[config.mk]
export PLATFORM = sky130hd
export DESIGN_NAME = pulse_period_meter
export DESIGN_NICKNAME = d
export VERILOG_FILES = /design/src/rtl/pulse_period_meter.sv
export SDC_FILE = /design/constraint.sdc
export NUM_CORES = 1
export LEC_CHECK = 0
export BUFFER_PORTS_ARGS = -buffer_cell sky130_fd_sc_hd__buf_4
export CAP_MARGIN = 0
export CORE_MARGIN = 4
export CORE_UTILIZATION = 30
export DETAILED_ROUTE_END_ITERATION = 16
export MAX_ROUTING_LAYER = met4
export SKIP_LAST_GASP = 1
export SLEW_MARGIN = 20
export SYNTH_ARGS = -nofsm -noshare
export SYNTH_HDL_FRONTEND = slang
export SYNTH_SLANG_ARGS = --single-unit
[constraint.sdc]
create_clock -name i_clk -period 2.42 [get_ports i_clk]
set_clock_uncertainty 0.15 [all_clocks]
set_input_delay 0.242 -clock i_clk [delete_from_list [all_inputs] [get_ports i_clk]]
set_output_delay 0.242 -clock i_clk [all_outputs]
set_load 0.02 [all_outputs]
[src/rtl/pulse_period_meter.sv]
// Recovers the period of a pulse train (e.g. a modulo-k counter's rollover line),
// declares lock after LOCK_COUNT equal periods, and flags mismatches and timeouts.
module pulse_period_meter #(
  parameter int N          = 8,
  parameter int LOCK_COUNT = 2
) (
  input  logic         i_clk,
  input  logic         i_reset,
  input  logic         i_pulse,
  output logic [N-1:0] o_period,
  output logic         o_valid,
  output logic         o_locked,
  output logic         o_mismatch,
  output logic         o_timeout
);

  typedef enum logic [1:0] {
    IDLE    = 2'd0,
    MEASURE = 2'd1,
    LOCKED  = 2'd2
  } state_t;

  localparam logic [N-1:0] GAP_MAX  = '1;
  localparam logic [N-1:0] GAP_ONE  = N'(1);
  localparam logic [3:0]   LOCK_CNT = 4'(LOCK_COUNT);

  state_t       state_q, state_d;
  logic [N-1:0] gap_q, gap_d;
  logic [N-1:0] ref_q, ref_d;
  logic [N-1:0] period_q, period_d;
  logic [3:0]   cnt_q, cnt_d;
  logic [3:0]   cnt_next;
  logic         valid_q, valid_d;
  logic         locked_q, locked_d;
  logic         mismatch_q, mismatch_d;
  logic         timeout_q, timeout_d;

  always_ff @(posedge i_clk or posedge i_reset) begin
    if (i_reset) begin
      state_q    <= IDLE;
      gap_q      <= '0;
      ref_q      <= '0;
      period_q   <= '0;
      cnt_q      <= '0;
      valid_q    <= 1'b0;
      locked_q   <= 1'b0;
      mismatch_q <= 1'b0;
      timeout_q  <= 1'b0;
    end else begin
      state_q    <= state_d;
      gap_q      <= gap_d;
      ref_q      <= ref_d;
      period_q   <= period_d;
      cnt_q      <= cnt_d;
      valid_q    <= valid_d;
      locked_q   <= locked_d;
      mismatch_q <= mismatch_d;
      timeout_q  <= timeout_d;
    end
  end

  always_comb begin
    state_d    = state_q;
    gap_d      = gap_q;
    ref_d      = ref_q;
    period_d   = period_q;
    cnt_d      = cnt_q;
    cnt_next   = cnt_q;
    valid_d    = 1'b0;
    locked_d   = locked_q;
    mismatch_d = 1'b0;
    timeout_d  = 1'b0;

    if (state_q == IDLE) begin
      if (i_pulse) begin
        gap_d   = GAP_ONE;
        state_d = MEASURE;
      end
    end else if (i_pulse) begin
      // A pulse always wins over saturation, so a period of 2^N-1 is measured.
      gap_d    = GAP_ONE;
      period_d = gap_q;
      valid_d  = 1'b1;
      if (state_q == MEASURE) begin
        if (gap_q == ref_q) begin
          cnt_next = cnt_q + 4'd1;
        end else begin
          ref_d    = gap_q;
          cnt_next = 4'd1;
        end
        cnt_d = cnt_next;
        if (cnt_next == LOCK_CNT) begin
          state_d  = LOCKED;
          locked_d = 1'b1;
        end
      end else if (gap_q != ref_q) begin
        mismatch_d = 1'b1;
        ref_d      = gap_q;
        cnt_d      = 4'd1;
        if (LOCK_CNT == 4'd1) begin
          locked_d = 1'b1;
        end else begin
          locked_d = 1'b0;
          state_d  = MEASURE;
        end
      end
    end else if (gap_q == GAP_MAX) begin
      timeout_d = 1'b1;
      locked_d  = 1'b0;
      state_d   = IDLE;
      gap_d     = '0;
      ref_d     = '0;
      cnt_d     = '0;
    end else begin
      gap_d = gap_q + GAP_ONE;
    end
  end

  assign o_period   = period_q;
  assign o_valid    = valid_q;
  assign o_locked   = locked_q;
  assign o_mismatch = mismatch_q;
  assign o_timeout  = timeout_q;

endmodule

==> flow_metrics.tcl <==
set metrics [dict create \
    run_status "complete, no violations" \
    antenna_violations_before_repair 0 \
    setup_violators_final 0 \
    timing.hold.worst_path_depth 2 \
    cp_top_family "simple AND/OR/NAND/NOR gates" \
    num-fill-cells 569 \
    design.portCount 15 \
    count_of_unresolved_drc_violations_after_routing 0 \
    vias 1311 \
    fp.dieW_um 85.0 \
    wire_length_of_the_first_global_routing_pass_um 6420 \
    timing.critical_path.from_type "register" \
    netlist_top_cells_area "sky130_fd_sc_hd__dfrtp_1 48%, sky130_fd_sc_hd__nand2_1 7.2%, sky130_fd_sc_hd__xor2_1 5.4%" \
    final_layout_size_suffix_gt1_share_pct 22.8 \
    ff2ff_setup_slack_ps 350 \
    wirelength_um 3600 \
    critPathCaptureType "register" \
    gp_routability_congestion 0.776 \
    routedWlPerCell_um 13.8 \
    ff_latch_area_sq_um 851 \
    hpwlAfterDp_um 2530 \
    grt.overflow.total 0 \
    cpPeakStageDelay_ps 500 \
    syn_nets 181 \
    cp.required_ps 2430 \
    portBuffers 14 \
    placementRows 27 \
    critical_path_cell_count 4 \
    period_share_pct 85.5 \
    grt_util_all_layers_pct 11.4 \
    post_cts_setup_buffers 0 \
    setup.worst_path.class "reg -> reg" \
    clock-root-buffer "sky130_fd_sc_hd__clkbuf_8" \
    start_util_pct 31.7 \
    die-height_um 85.0 \
    critical_path.max_fanout 12 \
    postSynthRegisterBits 34 \
    netlist.top_cell.by_area "sky130_fd_sc_hd__dfrtp_1" \
    design.final.nets 195 \
    area_of_the_multi_input_gates_sq_um 832 \
    final_hold_viol_count 0 \
    asyncSetResetFlopFracSynth_pct 100 \
    ys_seq_area_share_pct 47.9 \
    rr_worst_depth 4 \
    fraction_of_synthesized_cell_area_taken_by_the_top_area_cell_type_pct 47.9 \
    tightest_pin_transition_ps 527 \
    drt-pass1-iter-count 4 \
    yosysWarningCount 0 \
    clock_insertion_delay_worst_skew_ps 280 \
    post_layout_min_period_ps 2070 \
    crit_path_cell_chain "xor2_1 -> nor4_4 -> nand2_2 -> o311a_1" \
    first_iter_violations 169 \
    clock-sinks 34 \
    placed_cell_area_sq_mm 0.00193 \
    finalInstanceArea_sq_mm 0.00202 \
    timing.final.max_slew_violations 0 \
    yosys.cell_types.count 47 \
    netlist_area_sq_mm 0.00178 \
    ir_worst_vdd_mv 0.334 \
    drv_cap 0 \
    htreeDepth 2 \
    total_power_mw 2.22 \
    floorplan.core_area_sq_mm 0.00561 \
    ant_nets 0 \
    p_leak_nw 0.987 \
    via_count_of_the_first_global_routing_pass 1315 \
    synth-edff-count 0 \
    tritoncts_clock_tree "built" \
    slew-limit-headroom_pct 64.8 \
    pd_cells_mw_per_mm2 1100 \
    worst_setup_hold_path_clk_slew_ps 60 \
    flow.area_growth_from_synthesis_pct 13.7 \
    postSynthCellCount 176 \
    die-area_sq_mm 0.00722 \
    unrepaired_setup_endpoints_after_global_routing "false" \
    antenna_cells_inserted 0 \
    clock_path_buffers 2 \
    final.setup.tns_ps 0 \
    numCtsBuffers 5 \
    crit_path_top_delay_cell "sky130_fd_sc_hd__dfrtp_1" \
    crit_arrival_ps 2080 \
    count_of_buffering_cells_on_the_critical_path_with_inverters_included 0 \
    viasPerCell 5.02 \
    grt_start_max_net_pins 35 \
    dominantRegCellSynth "sky130_fd_sc_hd__dfrtp_1" \
    syn-mean-instance-area_sq_um 10.1 \
    fmax_mhz 483 \
    min-delay-path-class "in -> reg" \
]
## final cells by class
cell class                      instances  area share, %
Sequential cell                        34           42.1
Clock buffer                            6           4.09
Timing Repair Buffer                   20           7.56
Inverter                                3          0.558
Multi-Input combinational cell        126           41.2
Tap cell                               72           4.46
## where the power goes
part | internal, mW | switching, mW | total (mW)
clock | 0.219 | 0.190 | 0.409
sequential | 0.714 | 0.177 | 0.891
combinational | 0.377 | 0.542 | 0.919
## routing by layer
metal | GRT usage [%] | vias to the layer above | part of all wire (%) | wire (um)
li1 | - | 650 | - | -
met1 | 15.3 | 628 | 49 | 1780
met2 | 16.6 | 28 | 44 | 1600
met3 | 2.62 | 5 | 4.8 | 171
met4 | 4.17 | 0 | 1.3 | 48
met5 | - | - | 0 | 0
## flip-flops by register name (all words and copies together) (netlist names), 2 cells and up
name	count
gap_q	8
o_period	8
ref_q	8
cnt_q	4
state_q	2
## final timing paths
| check | start | endpoint |
|---|---|---|
| setup reg to reg | gap_q[0] | state_q[0] |
| hold / removal | i_pulse | gap_q[1] |
| min in group asynchronous | i_reset | o_valid |
| hold reg to reg | o_period[1] | o_period[1] |
| max in group asynchronous | i_reset | cnt_q[2] |
| setup / recovery | gap_q[0] | state_q[0] |
## layout by cell type, fill, tap and decap left out, types with 6 or more instances in the layout
cell type	count
sky130_fd_sc_hd__clkbuf_8	6
sky130_fd_sc_hd__nand4_1	8
sky130_fd_sc_hd__nor2_1	7
sky130_fd_sc_hd__buf_4	19
sky130_fd_sc_hd__dfrtp_1	34
sky130_fd_sc_hd__xor2_1	11
sky130_fd_sc_hd__nand2_1	34
sky130_fd_sc_hd__a32o_2	6
sky130_fd_sc_hd__o21ai_0	7
## cell usage after synthesis (2+ instances only)
| master | number |
|---|---|
| sky130_fd_sc_hd__a32o_2 | 6 |
| sky130_fd_sc_hd__a21oi_1 | 5 |
| sky130_fd_sc_hd__nor2_1 | 7 |
| sky130_fd_sc_hd__nor4_4 | 2 |
| sky130_fd_sc_hd__buf_6 | 3 |
| sky130_fd_sc_hd__and3_1 | 2 |
| sky130_fd_sc_hd__nand3_1 | 5 |
| sky130_fd_sc_hd__nor3b_1 | 2 |
| sky130_fd_sc_hd__buf_2 | 6 |
| sky130_fd_sc_hd__xor2_1 | 11 |
| sky130_fd_sc_hd__mux2i_1 | 2 |
| sky130_fd_sc_hd__nand2_2 | 2 |
| sky130_fd_sc_hd__nand2_1 | 34 |
| sky130_fd_sc_hd__or2_2 | 2 |
| sky130_fd_sc_hd__clkbuf_1 | 2 |
| sky130_fd_sc_hd__ha_1 | 2 |
| sky130_fd_sc_hd__o21ai_0 | 7 |
| sky130_fd_sc_hd__inv_1 | 3 |
| sky130_fd_sc_hd__a21o_1 | 2 |
| sky130_fd_sc_hd__o211ai_1 | 4 |
| sky130_fd_sc_hd__dfrtp_1 | 34 |
| sky130_fd_sc_hd__nand4_1 | 8 |
## per-stage QoR
step / cells / worst slack [ps] / hold WS, ps / utilization, %
floorplan: 176 / 601 / 234 / -
detailed placement: 254 / 379 / 226 / 34.4
global placement: 254 / 366 / 218 / 34.4
finish: 261 / 351 / 161 / 36.0
CTS: 261 / 360 / 155 / 36.0
global route: 261 / 228 / 183 / 36.0
## cells by family (layout without fill, tap and decap cells)
| logic type | count (synthesis) | count (layout) | synth area share (%) |
|---|---|---|---|
| buffers and inverters | 16 | 29 | 5.28 |
| DFF | 34 | 34 | 47.9 |
| xor gates and xnor gates | 12 | 12 | 5.92 |
| adders and majority gates | 2 | 2 | 1.41 |
| AOI/OAI and AO/OA | 34 | 34 | 14.8 |
| and+or+nand+nor | 76 | 76 | 23.6 |
| muxes | 2 | 2 | 1.13 |
## timing repair
item,in CTS,in global routing
resized for setup,0,0
hold buffers,1,0
endpoints found under the hold margin,34,0
## worst register-to-register path: stages, from the launching register on
cell,delay (ps)
sky130_fd_sc_hd__dfrtp_1,500
sky130_fd_sc_hd__xor2_1,240
sky130_fd_sc_hd__nor4_4,430
sky130_fd_sc_hd__nand2_2,250
sky130_fd_sc_hd__o311a_1,380
No activity file was read; power rests on OpenSTA's default activity.
